## config.mk

```make
export PLATFORM = sky130hd
export DESIGN_NAME = vga_timing_gen
export DESIGN_NICKNAME = d
export VERILOG_FILES = /design/src/rtl/vga_timing_pkg.sv /design/src/rtl/sync_delay_line.sv /design/src/rtl/vga_timing_gen.sv
export SDC_FILE = /design/constraint.sdc
export NUM_CORES = 1
export LEC_CHECK = 0
export BUFFER_PORTS_ARGS = -buffer_cell sky130_fd_sc_hd__buf_2
export CAP_MARGIN = 20
export CORE_MARGIN = 2
export CORE_UTILIZATION = 45
export CTS_CLUSTER_SIZE = 30
export DETAILED_ROUTE_END_ITERATION = 8
export PLACE_DENSITY_LB_ADDON = 0.08
export SYNTH_ARGS = -nofsm -noshare
export SYNTH_HDL_FRONTEND = slang
export SYNTH_SLANG_ARGS = --single-unit
```

## constraint.sdc

```tcl
create_clock -name vga_clk -period 1.84 [get_ports vga_clk]
set_input_delay 0.184 -clock vga_clk [delete_from_list [all_inputs] [get_ports vga_clk]]
set_output_delay 0.184 -clock vga_clk [all_outputs]
set_load 0.005 [all_outputs]
```

## src/rtl/vga_timing_pkg.sv

```systemverilog
// Shared VGA 640x480@60 timing constants and the coordinate type used by the raster generator and renderers.
package vga_timing_pkg;

    typedef logic [9:0] coord_t;

    localparam int DEF_H_VISIBLE  = 640;
    localparam int DEF_H_FRONT    = 16;
    localparam int DEF_H_SYNC     = 96;
    localparam int DEF_H_BACK     = 48;
    localparam int DEF_V_VISIBLE  = 480;
    localparam int DEF_V_FRONT    = 10;
    localparam int DEF_V_SYNC     = 2;
    localparam int DEF_V_BACK     = 33;
    localparam int DEF_SYNC_DELAY = 2;

    localparam int H_TOTAL  = DEF_H_VISIBLE + DEF_H_FRONT + DEF_H_SYNC + DEF_H_BACK;
    localparam int V_TOTAL  = DEF_V_VISIBLE + DEF_V_FRONT + DEF_V_SYNC + DEF_V_BACK;
    localparam int HS_START = DEF_H_VISIBLE + DEF_H_FRONT;
    localparam int HS_END   = HS_START + DEF_H_SYNC;
    localparam int VS_START = DEF_V_VISIBLE + DEF_V_FRONT;
    localparam int VS_END   = VS_START + DEF_V_SYNC;

    function automatic coord_t to_coord(input int v);
        return coord_t'(v);
    endfunction

endpackage

```

## src/rtl/sync_delay_line.sv

```systemverilog
// DEPTH-stage shift register (DEPTH = 0 is a wire) that resets every stage to all-ones; keeps idle-high syncs inactive.
module sync_delay_line #(
    parameter int DEPTH = 2,
    parameter int WIDTH = 2
) (
    input  logic             i_clk,
    input  logic             i_reset,
    input  logic [WIDTH-1:0] i_dat,
    output logic [WIDTH-1:0] o_dat
);

    generate
        if (DEPTH == 0) begin : g_bypass
            logic w_unused;
            assign w_unused = i_clk ^ i_reset;
            assign o_dat    = i_dat;
        end else begin : g_pipe
            logic [WIDTH-1:0] r_stage [DEPTH];

            always_ff @(posedge i_clk) begin
                if (i_reset) begin
                    for (int i = 0; i < DEPTH; i++) begin
                        r_stage[i] <= '1;
                    end
                end else begin
                    r_stage[0] <= i_dat;
                    for (int i = 1; i < DEPTH; i++) begin
                        r_stage[i] <= r_stage[i-1];
                    end
                end
            end

            assign o_dat = r_stage[DEPTH-1];
        end
    endgenerate

endmodule

```

## src/rtl/vga_timing_gen.sv

```systemverilog
// VGA raster timing: DrawX/DrawY/blank/line_start/frame_start decode the counters with zero latency; hs/vs lag SYNC_DELAY cycles.
// Free-running, no backpressure. Define VGA_FRAME_CNT_EN to add the 16-bit frame_count output.
module vga_timing_gen
    import vga_timing_pkg::*;
#(
    parameter int H_VISIBLE  = DEF_H_VISIBLE,
    parameter int H_FRONT    = DEF_H_FRONT,
    parameter int H_SYNC     = DEF_H_SYNC,
    parameter int H_BACK     = DEF_H_BACK,
    parameter int V_VISIBLE  = DEF_V_VISIBLE,
    parameter int V_FRONT    = DEF_V_FRONT,
    parameter int V_SYNC     = DEF_V_SYNC,
    parameter int V_BACK     = DEF_V_BACK,
    parameter int SYNC_DELAY = DEF_SYNC_DELAY
) (
    input  logic   vga_clk,
    input  logic   reset,
    output coord_t DrawX,
    output coord_t DrawY,
    output logic   blank,
    output logic   hs,
    output logic   vs,
    output logic   line_start,
    output logic   frame_start
`ifdef VGA_FRAME_CNT_EN
    ,
    output logic [15:0] frame_count
`endif
);

    localparam coord_t HC_LAST = to_coord(H_VISIBLE + H_FRONT + H_SYNC + H_BACK - 1);
    localparam coord_t VC_LAST = to_coord(V_VISIBLE + V_FRONT + V_SYNC + V_BACK - 1);
    localparam coord_t HV_END  = to_coord(H_VISIBLE);
    localparam coord_t VV_END  = to_coord(V_VISIBLE);
    localparam coord_t HS_LO   = to_coord(H_VISIBLE + H_FRONT);
    localparam coord_t HS_HI   = to_coord(H_VISIBLE + H_FRONT + H_SYNC);
    localparam coord_t VS_LO   = to_coord(V_VISIBLE + V_FRONT);
    localparam coord_t VS_HI   = to_coord(V_VISIBLE + V_FRONT + V_SYNC);

    coord_t     r_hc;
    coord_t     r_vc;
    logic       w_hc_last;
    logic       w_frame_wrap;
    logic       w_hs_raw;
    logic       w_vs_raw;
    logic [1:0] w_sync_dly;

    assign w_hc_last    = (r_hc == HC_LAST);
    assign w_frame_wrap = w_hc_last && (r_vc == VC_LAST);

    always_ff @(posedge vga_clk) begin
        if (reset) begin
            r_hc <= '0;
            r_vc <= '0;
        end else if (w_hc_last) begin
            r_hc <= '0;
            r_vc <= w_frame_wrap ? '0 : r_vc + 10'd1;
        end else begin
            r_hc <= r_hc + 10'd1;
        end
    end

    assign DrawX       = r_hc;
    assign DrawY       = r_vc;
    assign blank       = (r_hc < HV_END) && (r_vc < VV_END);
    assign line_start  = (r_hc == '0);
    assign frame_start = (r_hc == '0) && (r_vc == '0);

    // Raw syncs are active low; the delay line lines them up with the renderers' ROM + output register.
    assign w_hs_raw = !((r_hc >= HS_LO) && (r_hc < HS_HI));
    assign w_vs_raw = !((r_vc >= VS_LO) && (r_vc < VS_HI));

    sync_delay_line #(
        .DEPTH (SYNC_DELAY),
        .WIDTH (2)
    ) u_sync_dly (
        .i_clk   (vga_clk),
        .i_reset (reset),
        .i_dat   ({w_hs_raw, w_vs_raw}),
        .o_dat   (w_sync_dly)
    );

    assign hs = w_sync_dly[1];
    assign vs = w_sync_dly[0];

`ifdef VGA_FRAME_CNT_EN
    logic [15:0] r_frame_count;

    always_ff @(posedge vga_clk) begin
        if (reset) begin
            r_frame_count <= '0;
        end else if (w_frame_wrap) begin
            r_frame_count <= r_frame_count + 16'd1;
        end
    end

    assign frame_count = r_frame_count;
`endif

endmodule

```

After elaboration in Yosys (flattened, before gate mapping)
Memories as Yosys holds them, arrays and structs flattened.
Index checks and enable logic that the tools add are counted.
- reductions and logical operators: 10
- bitwise gates (word level): 2
- mux-type cells: 6
- divide/modulo/power cells: 0
- shift operators: 0
- eq/ne operators: 2
- $add $sub $neg: 2
- multipliers: 0
- magnitude comparators: 6
- operator list (cell ; count):
    adder 10 x 1 -> 10 bit (second input constant) ; 2
    == test 10 bit (second input constant) ; 2
    logical NOT 10 bit ; 2
    less-than comparator 10 bit (second input constant) ; 2
    less-than comparator 10 x 9 -> 1 bit (second input constant) ; 2
    greater-or-equal comparator 10 bit (second input constant) ; 1
    greater-or-equal comparator 10 x 9 -> 1 bit (second input constant) ; 1
    2-to-1 mux 10 bit ; 1
    logical AND 1 bit ; 5
    2-to-1 mux 2 bit ; 2
    2-to-1 mux 1 bit ; 3
    logical NOT 1 bit ; 2
    bitwise OR 1 bit ; 2
    OR reduction 2 bit ; 1
- latch bits: 0
- bits in writable memories: 4
- word-level logic and storage cells: 31
- bits in registers: 20
- memories: 1
- memory bits (read-only): 0
- input port bits: 2
- memory list (name ; words ; width ; rd ports ; clocked after memory_dff ; wr ports ; line ; text):
    u_sync_dly.g_pipe.r_stage ; 2 ; 2 ; 2 ; 0 ; 2 ; sync_delay_line.sv:18 ; logic [WIDTH-1:0] r_stage [DEPTH];

Longest topological paths before layout
Gate-level depths: netlist (run 1).
- depth after elaboration: 4
- gate-level depth with buffers: 7

Hierarchy
From an unflattened synthesis (run 1), not the netlist that was laid out.
- cell total of the unflattened synthesis: 131
- area, all modules: 1171.1 um2
- by module, submodules not included (module ; sequential area each (um2) ; instances ; cells each ; area each (um2)):
    vga_timing_gen ; 400.4 ; 1 ; 121 ; 1051.0
    sync_delay_line ; 80.1 ; 1 ; 10 ; 120.1

Least setup slack after synthesis (run 1)
OpenSTA, ideal clock, no wires.
- path kind: register to register
- start: reg r_hc[0], in the netlist DrawX[0]
- end: reg r_vc[6], in the netlist DrawY[6]
- path slack: -229 ps
- stages on the path, launching flop included: 7
- buffers on the path: 1
- library setup time: 73 ps
- arrival time: 1996 ps
- cell sequence: dfxtp_1 > ha_1 > nand4_1 > or3_1 > clkbuf_2 > or4_1 > a21oi_1
- cells in the longest elaborated chain, start to end: 3
- RTL lines (what ; line ; text):
    start, declared ; vga_timing_gen.sv:40 ; coord_t r_hc;
    start signal, assigned ; vga_timing_gen.sv:59 ; r_hc <= r_hc + 10'd1;
    == test 10 bit * ; vga_timing_gen.sv:48 ; assign w_hc_last = (r_hc == HC_LAST);
    logical AND 1 bit ; vga_timing_gen.sv:49 ; assign w_frame_wrap = w_hc_last && (r_vc == VC_LAST);
    2-to-1 mux 10 bit ; vga_timing_gen.sv:57 ; r_vc <= w_frame_wrap ? '0 : r_vc + 10'd1;
    end signal, assigned ; vga_timing_gen.sv:57 ;
    end, declared ; vga_timing_gen.sv:41 ; coord_t r_vc;
Every way passes the cells marked *; elsewhere a longest branch is shown, timed or not.
A chain may end at the register's enable or synchronous reset.

Final worst setup path (run 1)
- start: reg r_hc[3], in the netlist DrawX[3]
- end: out frame_start
- cells in the longest elaborated chain, start to end: 2
- RTL lines (what ; line ; text):
    logical NOT 10 bit ; vga_timing_gen.sv:67 ; assign frame_start = (r_hc == '0) && (r_vc == '0);
    logical AND 1 bit ; vga_timing_gen.sv:67 ;
    end, declared ; vga_timing_gen.sv:24 ; output logic frame_start
No other way between the ends.

==> results of run 1 <==
metal layers:
layer	vias to the layer above	global-route usage	share of wire
met5	-	0	0
met2	33	0.337	0.48
li1	558	-	-
met1	528	0.292	0.45
met4	0	0.0500	0.0052
met3	2	0.0246	0.056
worst max-delay path: cells and delay by family (launching register included):
kind | cells | cell delay (ns)
AND/OR/NAND/NOR | 3 | 0.70
flip-flops | 1 | 0.33
buffers and inverters | 2 | 0.26
area by class of cell:
| class | count | area, µm² |
|---|---|---|
| clock buffers | 3 | 22.5 |
| fillers | 232 | 1000 |
| inverters | 8 | 30.0 |
| multi-input cells | 99 | 616 |
| flip-flops and latches | 24 | 484 |
| well taps | 30 | 37.5 |
| repair buffers | 41 | 243 |
cell families after synthesis:
family                   Yosys count  share of synthesized area
AND/OR/NAND/NOR                   71                      0.315
AO/OA/AOI/OAI                     11                     0.0606
buffers and inverters             14                     0.0551
multiplexers                       1                    0.00882
XOR/XNOR                          12                     0.0926
flip-flops                        24                      0.423
adder cells (fa/ha/maj)            4                     0.0441
flip-flops by register name, indices dropped and copies added (netlist names):
signal / count
DrawX: 10
DrawY: 10
u_sync_dly.g_pipe.r_stage: 4
placed cells by master, fill, tap and decap left out, types with 2 or more instances in the layout:
cell	n
dfxtp_2	3
nor4_1	7
o31ai_1	2
nand3_1	10
nand2_1	8
and4_1	2
a21oi_1	5
and3_1	3
nor2_1	21
nor3_1	7
xnor2_1	10
inv_1	8
dfxtp_1	21
ha_1	3
or2_2	2
clkbuf_4	3
buf_4	15
buf_2	26
xor2_1	2
nand4_1	5
through the flow:
step	power, W	utilization	hold slack, ns
CTS	0.000823	0.584	0.185
floorplan	0.000574	-	0.389
detailed placement	0.000599	0.575	0.404
global route	0.000848	0.589	0.194
finish	0.000819	0.589	0.181
global placement	0.000598	0.575	0.392
power by group through the flow:
stage	registers [W]	clock network, W	logic (W)
6_report	0.000534	0.000230	0.0000554
5_1_grt	0.000535	0.000251	0.0000617
4_1_cts	0.000534	0.000235	0.0000544
3_5_place_dp	0.000545	0	0.0000541
3_3_place_gp	0.000544	0	0.0000538
2_1_floorplan	0.000547	0	0.0000266
worst paths after layout:
kind / start / to / slack [ns]
worst min-delay path: reset / DrawY[1] / 0.18
worst min register to register: u_sync_dly.g_pipe.r_stage[0][0] / u_sync_dly.g_pipe.r_stage[0][2] / 0.43
worst max register to register: DrawX[1] / DrawY[6] / 0.11
worst max-delay path: DrawX[3] / frame_start / 0.06
==> results by group, run 1 <==
Power and ir drop
  – Leak: 0.583 nW
  – Reg power frac: 0.651
  – Sw power: 0.000191 W
  – Clock power frac: 0.281
  – Maximum VDD drop: 0.000432 V
  – Switching share of power: 0.233
  – Internal: 0.000628 W
  – P per Cell Area: 572 nW/µm²
  – Combinational power share: 0.068

Global route
  – GRT Util Overall: 0.207
  – First-pass GRT wire length: 4460 µm
  – Vias in the first global route: 973
  – GRT Residual Overflow: 0
  – Initial antenna violation count: 0
  – Largest net degree at the start of global routing: 13

Cells and area
  – Antenna cells: 0
  – Fraction of layout cells with a size suffix above 1: 0.303
  – Design area: 1430 µm²
  – Final Instance Count excl. Fillers: 205
  – Nets@finish: 183
  – Area added between synthesis and finish: 26.2%

Routing
  – Vias per inst: 5.47
  – Residual DRC count: 0
  – DRT Pass-1 Iters: 5
  – Remaining antenna violation count: 0
  – Via count: 1,121
  – WL/cell: 14.0 µm
  – DR iter-0 viols: 25
  – Routed WL: 2880 µm

Hold path
  – Hold Path Stages: 2
  – HP Class: input port to flop

Clock tree
  – PostCTS Resize Cnt: 0
  – Setup Fix Bufs, Post-CTS: 0
  – Max clock buf depth: 2
  – Worst-path clk slew: 0.13 ns
  – CTS tree: yes
  – Root Driver: clkbuf_4
  – CTS Buf Count: 3
  – Clk sinks: 24
  – Cts-stage hold buffer count: 0
  – H-tree depth: 1
  – Worst-Skew Late Latency: 0.31 ns

Flow run
  – Max-cap violations: 0

Critical path
  – Crit Path Max Fanout: 5
  – Startpoint Class: flop
  – Worst setup EP type: output port
  – Worst-case reg-to-reg path depth: 5
  – CP max stage delay: 0.33 ns
  – Worst Path Required: 1.66 ns
  – CP most frequent cell: and4_1
  – Data arrival, critical path: 1.60 ns
  – Crit Path Class: flop to output port
  – Worst path cell trace: buf_4 > nor4_2 > and4_1 > and4_1 > buf_2
  – CP max stage cell: dfxtp_1

Placed design
  – DP HPWL: 2140 µm
  – Dpl cells: 202
  – Placed Area: 1400 µm²
  – Place WS: 0.115 ns
  – Routability Congestion: 0.800
  – Port Buffers: 26

Yosys
  – Area contributors post-synth: dfxtp_1, xnor2_1, nor2_1, ha_1, nand3_1
  – Synth top area share: 0.423
  – Mapped Nets: 143
  – Most frequent cell after synthesis: dfxtp_1
  – Synth Register Bits: 24
  – Synth cell types: 29
  – Area leader, netlist: dfxtp_1
  – Dominant synthesized flop cell: dfxtp_1
  – Mapped cell area: 1130 µm²
  – Avg Cell Area, Syn: 8.28 µm²
  – Sequential fraction of the synthesis area: 0.423
  – Post-synth top cells: dfxtp_1, nor2_1, nand3_1, xnor2_1
  – Syn Inst Count: 137
  – Number of synthesized flops with an enable pin: 0
  – Asr flop ratio synth: 0
  – YS warnings: 0

Timing
  – Rel. slew slack: 0.661
  – Final hold vios: 0
  – F_max: 0.561 GHz
  – Final worst-path cycle share: 0.970
  – Setup TNS: 0 ns
  – Post-route setup slack: 0.0560 ns
  – Fin. max-slew vios: 0
  – Final setup vio count: 0
  – Worst slew pin tran: 0.504 ns
  – Crit path time final: 1.78 ns
  – Setup Skew: 0.00582 ns

Floorplan
  – Die H: 54.2 µm
  – Initial Utilization: 0.467
  – Core box area: 2430 µm²
  – # rows: 18
  – Die Area: 2940 µm²
  – IO Count: 27
  – Die width: 54.2 µm

Run status
  – Status: completed
Note: power is estimated with default switching activity, not from simulation.
==> inputs of run 2 (changes only) <==
- CORE_UTILIZATION: 45 -> 46
==> run 2 against run 1 <==
Against the previous run:
- count of clock-buffer cells in the layout is 1 higher
- worst setup slack gained 0.066 ns
- register-to-register slack better by 0.03 ns
- total power is 5.4% higher
- cell area up 1.0%
- utilization grew 4.7 points
- largest power group unchanged
- highest routed layer unchanged
==> results by group, run 2 (synthesis results as in run 1) <==
Run status
  – Status: completed

Routing
  – Routed WL: 2650 µm (-7.8%)
  – Via count: 1,087 (-3.0%)
  – Residual DRC count: 0 (unchanged)
  – Vias per inst: 5.35 (-2.1%)
  – DR iter-0 viols: 32 (+28%)
  – WL/cell: 13.1 µm (-6.8%)
  – Remaining antenna violation count: 0 (unchanged)
  – DRT Pass-1 Iters: 4 (-1)

Timing
  – Post-route setup slack: 0.122 ns (+0.0660 ns)
  – Final hold vios: 0 (unchanged)
  – RSZ-0062 raised after global routing: no
  – Final setup vio count: 0 (unchanged)
  – Crit path time final: 1.72 ns (-0.0660 ns)
  – Worst slew pin tran: 0.398 ns (-0.106 ns)
  – WHS: 0.183 ns (+0.00143 ns)
  – Fin. max-slew vios: 0 (unchanged)
  – Final worst-path cycle share: 0.934 (-0.0359)
  – Rel. slew slack: 0.732 (+0.0706)
  – F_max: 0.582 GHz (+3.8%)
  – Setup Skew: 0.00424 ns (-0.00158 ns)
  – Setup TNS: 0 ns (unchanged)

Clock tree
  – Worst-Skew Late Latency: 0.31 ns (about the same)
  – Clk sinks: 24 (unchanged)
  – Root Driver: clkbuf_4
  – Max clock buf depth: 2 (unchanged)
  – CTS tree: yes
  – H-tree depth: 1 (unchanged)
  – CTS Buf Count: 3 (unchanged)
  – Worst-path clk slew: 0.13 ns (about the same)
  – Cts-stage hold buffer count: 0 (unchanged)

Floorplan
  – Die width: 53.7 µm (-1.0%)
  – Die H: 53.7 µm (-1.0%)
  – IO Count: 27 (unchanged)
  – Core box area: 2280 µm² (-6.4%)
  – Die Area: 2880 µm² (-2.0%)
  – # rows: 17 (-1)
  – Initial Utilization: 0.499 (+0.0321)

Critical path
  – Crit Path Class: flop to output port
  – Worst path cell trace: buf_4 > nor4_2 > and4_1 > and4_1 > buf_2
  – Startpoint Class: flop
  – Worst setup startpoint: DrawX[3]
  – CP max stage delay: 0.34 ns (about the same)
  – R2R Path Start: DrawX[5]
  – CP most frequent cell: and4_1
  – Crit Path Max Fanout: 5 (unchanged)
  – Worst Path Required: 1.66 ns (about the same)
  – CP max stage cell: dfxtp_1
  – Worst setup EP type: output port
  – Data arrival, critical path: 1.53 ns (-0.07 ns)

Cells and area
  – Nets@finish: 182 (-0.55%)
  – Most frequent cells in the layout: buf_2, dfxtp_1, nor2_1
  – Area added between synthesis and finish: 27.6%
  – Post-layout util: 0.636 (+0.0471)
  – Antenna cells: 0 (unchanged)
  – Final Instance Count excl. Fillers: 203 (-0.98%)
  – Fraction of layout cells with a size suffix above 1: 0.309 (+0.00571)
  – Commonest non-fill, non-tap cell in the layout: buf_2
  – Fill cells: 198 (-15%)

Placed design
  – DP HPWL: 1950 µm (-8.7%)
  – Place WS: 0.102 ns (-0.0131 ns)
  – Port Buffers: 26 (unchanged)
  – Routability Congestion: 0.805 (+0.64%)
  – Dpl cells: 199 (-1.5%)

Hold path
  – Hold Path Origin: reset
  – HP Class: input port to flop

Global route
  – Vias in the first global route: 922 (-5.2%)
  – Initial antenna violation count: 0 (unchanged)
  – Largest net degree at the start of global routing: 14 (+1)
  – GRT Util Overall: 0.200 (-0.00792)
  – First-pass GRT wire length: 4210 µm (-5.7%)
  – GRT Residual Overflow: 0 (unchanged)

Power and ir drop
  – P per Cell Area: 597 nW/µm² (+4.3%)
  – Maximum VDD drop: 0.000370 V (-14%)
  – Leak: 0.584 nW (+0.19%)

Flow run
  – Max-cap violations: 0 (unchanged)
[run 2: final timing paths]
check,depth (start not counted),endpoint,slack [ns]
setup reg to reg,6,DrawY[7],0.14
hold / removal,2,DrawY[1],0.18
hold reg to reg,1,u_sync_dly.g_pipe.r_stage[0][3],0.43
setup / recovery,5,frame_start,0.12
[run 2: report_power, final]
part           switching, W  internal, W   total, W
sequential       0.00000762     0.000525   0.000533
combinational     0.0000280    0.0000255  0.0000536
clock              0.000156     0.000121   0.000277
total              0.000192     0.000672   0.000864
[run 2: final cells by class]
cell class / count / area, µm² / share of cell area
tap: 28 / 35.0 / 0.0242
inverter: 8 / 30.0 / 0.0207
sequential: 24 / 489 / 0.338
multi-input combinational: 99 / 622 / 0.430
clock buffer: 4 / 36.3 / 0.0251
timing repair buffer: 40 / 235 / 0.162
[run 2: worst max-delay path, delay by kind of cell, from the launching register on]
family,cells,cell delay (ns)
AND/OR/NAND/NOR,3,0.64
flip-flops,1,0.34
buffers and inverters,2,0.26
[run 2: layer usage]
metal  vias to the layer above  track usage  wire length (µm)
met1                       503        0.294              1320
li1                        550            -                 -
met4                         0       0.0641                17
met2                        32        0.299              1210
met5                         -            0                 0
met3                         2       0.0250               110
[run 2: repair_timing]
item,in CTS,in global routing
endpoints found under the setup margin,0,4
gates resized for setup,0,5
setup buffers,0,0
[run 2: metrics by stage]
step	instance area, µm²	total power, W
floorplan	1150	0.000574
global placement	1390	0.000597
detailed placement	1390	0.000598
CTS	1430	0.000876
global route	1450	0.000905
finish	1450	0.000864
==> inputs of run 3 (changes only) <==
- ABC_AREA: default -> 1
- CORE_UTILIZATION: 46 -> 48
==> run 3 against run 2 <==
Against the previous run:
- sequential power about the same
- synthesized cell count up 35%
- clock power grew 4%
- cell area rose by 2.5%
- count of clock-buffer cells in the layout is the same
- worst setup slack better by 0.037 ns
- critical endpoint unchanged
- largest cell class unchanged
==> results by group, run 3 <==
Timing
  – Final setup vio count: 0 (unchanged)
  – Crit path time final: 1.68 ns (-0.0369 ns)
  – Setup TNS: 0 ns (unchanged)
  – WHS: 0.0950 ns (-0.0879 ns)
  – Setup Skew: 0.00381 ns (-0.000427 ns)
  – Worst slew pin tran: 0.338 ns (-0.0599 ns)
  – Final worst-path cycle share: 0.914 (-0.0200)
  – RSZ-0062 raised after global routing: no
  – F_max: 0.595 GHz (+2.2%)
  – Fin. max-slew vios: 0 (unchanged)
  – Rel. slew slack: 0.773 (+0.0407)
  – Final hold vios: 0 (unchanged)

Power and ir drop
  – Leak: 0.710 nW (+22%)
  – Power Total: 0.000872 W (+0.98%)
  – Sw power: 0.000205 W (+6.4%)
  – P per Cell Area: 588 nW/µm² (-1.5%)
  – Reg power frac: 0.609 (-0.008)
  – Maximum VDD drop: 0.000471 V (+27%)
  – Internal: 0.000668 W (-0.58%)
  – Switching share of power: 0.235 (+0.0120)
  – Combinational power share: 0.060 (-0.002)
  – Clock power frac: 0.330 (+0.009)

Hold path
  – HP Class: input port to flop
  – Hold EP: u_sync_dly.g_pipe.r_stage[0][3]
  – Hold Path Stages: 2 (unchanged)
  – Hold Path Origin: reset

Critical path
  – CP max stage delay: 0.39 ns (+0.05 ns)
  – Crit Path Class: flop to output port
  – Data arrival, critical path: 1.50 ns (-0.03 ns)
  – R2R Path Start: DrawX[0]
  – Worst path cell trace: inv_1 > ha_2 > nand2_1 > nor3_1 > nand4_1 > nor2_1 > buf_2
  – Worst-case reg-to-reg path depth: 8 (+2)
  – Startpoint Class: flop
  – Worst Path Required: 1.66 ns (about the same)
  – RR Endpoint: DrawY[7]
  – Reg2reg setup slack: 0.26 ns (+0.12 ns)
  – Crit Path Max Fanout: 7 (+2)
  – Buf/Inv on CP: 2 (unchanged)
  – Worst setup EP type: output port
  – CP max stage cell: dfxtp_2
  – Critical path's top delay family: simple AND/OR/NAND/NOR gates

Routing
  – Remaining antenna violation count: 0 (unchanged)
  – Residual DRC count: 0 (unchanged)
  – Via count: 1,285 (+18%)
  – Vias per inst: 5.24 (-2.1%)
  – Routed WL: 2810 µm (+6.0%)
  – DRT Pass-1 Iters: 4 (unchanged)
  – DR iter-0 viols: 60 (+88%)
  – WL/cell: 11.5 µm (-12%)

Placed design
  – Port Buffers: 26 (unchanged)
  – DP HPWL: 2200 µm (+13%)
  – Routability Congestion: 0.897 (+11%)

Global route
  – First-pass GRT wire length: 4630 µm (+10%)
  – GRT Util Overall: 0.185 (-0.0148)
  – Vias in the first global route: 1,058 (+15%)
  – Initial antenna violation count: 0 (unchanged)
  – Largest net degree at the start of global routing: 14 (unchanged)
  – GRT Residual Overflow: 0 (unchanged)

Clock tree
  – CTS Buf Count: 3 (unchanged)
  – Root Driver: clkbuf_4
  – CTS tree: yes
  – Cts-stage hold buffer count: 0 (unchanged)
  – Worst-path clk slew: 0.14 ns (about the same)
  – H-tree depth: 1 (unchanged)
  – Worst-Skew Late Latency: 0.32 ns (about the same)
  – Max clock buf depth: 2 (unchanged)
  – Clk sinks: 24 (unchanged)

Floorplan
  – Die Area: 3080 µm² (+7.1%)
  – Die width: 55.5 µm (+3.5%)
  – # rows: 18 (+1)
  – Core box area: 2500 µm² (+9.8%)
  – IO Count: 27 (unchanged)
  – Die H: 55.5 µm (+3.5%)
  – Initial Utilization: 0.510 (+0.0114)

Yosys
  – Dominant synthesized flop cell: dfxtp_1
  – Synth top area share: 0.377 (-0.0465)
  – Area leader, netlist: dfxtp_1
  – Synth Register Bits: 24 (unchanged)
  – Asr flop ratio synth: 0 (unchanged)
  – Most frequent cell after synthesis: nand2_1
  – Number of synthesized flops with an enable pin: 0 (unchanged)
  – Syn Inst Count: 185 (+35%)
  – Mapped cell area: 1270 µm² (+12%)
  – Synth cell types: 21 (-28%)
  – Post-synth top cells: nand2_1, nor2_1, inv_1
  – Mapped Nets: 191 (+34%)
  – Sequential fraction of the synthesis area: 0.377 (-0.0465)
  – Avg Cell Area, Syn: 6.89 µm² (-17%)
  – YS warnings: 0 (unchanged)
  – Area contributors post-synth: dfxtp_1, nand2_1, nor2_1, inv_1, nand3_1

Cells and area
  – Fill cells: 241 (+22%)
  – Antenna cells: 0 (unchanged)
  – Most frequent cells in the layout: nand2_1, nor2_1, buf_2
  – Fraction of layout cells with a size suffix above 1: 0.209 (-0.0993)
  – Nets@finish: 222 (+22%)
  – Commonest non-fill, non-tap cell in the layout: nand2_1
  – Multi-input logic area: 699 µm² (+12%)
  – Register area: 483 µm² (-1.3%)
  – Area added between synthesis and finish: 16.4%

Run status
  – Status: completed

Flow run
  – Max-cap violations: 0 (unchanged)
==> run 3: changes by cell type in the layout (fill, tap and decap cells not counted), moves of 7 or more <==
cell | before | now
nand2_1 | 8 | 41
xnor2_1 | 10 | 0
nand3_1 | 10 | 17
nor2_1 | 21 | 34
buf_4 | 14 | 0
inv_1 | 8 | 25
==> run 3: cell type report <==
class	instances	area share
Multi-Input combinational cell	135	0.471
Tap cell	30	0.0253
Timing Repair Buffer	26	0.0877
Sequential cell	24	0.325
Clock buffer	4	0.0245
Inverter	26	0.0658
==> run 3: power groups by stage <==
stage | sequential (W) | clock, W | combinational (W)
floorplan | 0.000543 | 0 | 0.0000316
global placement | 0.000542 | 0 | 0.0000517
detailed placement | 0.000543 | 0 | 0.0000540
CTS | 0.000531 | 0.000296 | 0.0000541
global route | 0.000532 | 0.000311 | 0.0000606
finish | 0.000531 | 0.000288 | 0.0000527
==> run 3: cells by family after synthesis <==
logic type / share of synthesized area
adders and majority gates: 0.0393
DFF: 0.377
and+or+nand+nor: 0.455
xor gates and xnor gates: 0.0137
AOI/OAI and AO/OA: 0.0383
buffers and inverters: 0.0765
==> run 3: through the flow <==
stage	worst slack [ns]	cells	utilization	cell area [µm²]
after floorplan	0.452	185	-	1270
after CTS	0.0899	245	0.592	1480
after detailed placement	0.286	241	0.577	1440
final	0.159	245	0.594	1480
after global placement	0.320	241	0.577	1440
after global routing	0.0394	245	0.594	1480
==> run 3: timing repair <==
action / CTS / global route
gates resized for setup: 0 / 4
setup buffers: 0 / 0
endpoints found under the setup margin: 0 / 1
==> run 3: worst max path at each step <==
stage                  start           to  depth (start not counted)
finish              DrawY[1]  frame_start                          7
global route        DrawY[1]  frame_start                          7
CTS                 DrawY[1]  frame_start                          7
detailed placement  DrawX[0]     DrawY[7]                          8
global placement    DrawX[0]     DrawY[7]                          8
floorplan           DrawX[0]     DrawY[7]                          8
==> run 3: per-layer routing <==
metal | vias to the layer above | part of all wire | global-route usage
li1 | 651 | - | -
met1 | 582 | 0.51 | 0.269
met2 | 47 | 0.43 | 0.274
met3 | 5 | 0.052 | 0.0234
met4 | 0 | 0.015 | 0.0767
met5 | - | 0 | 0
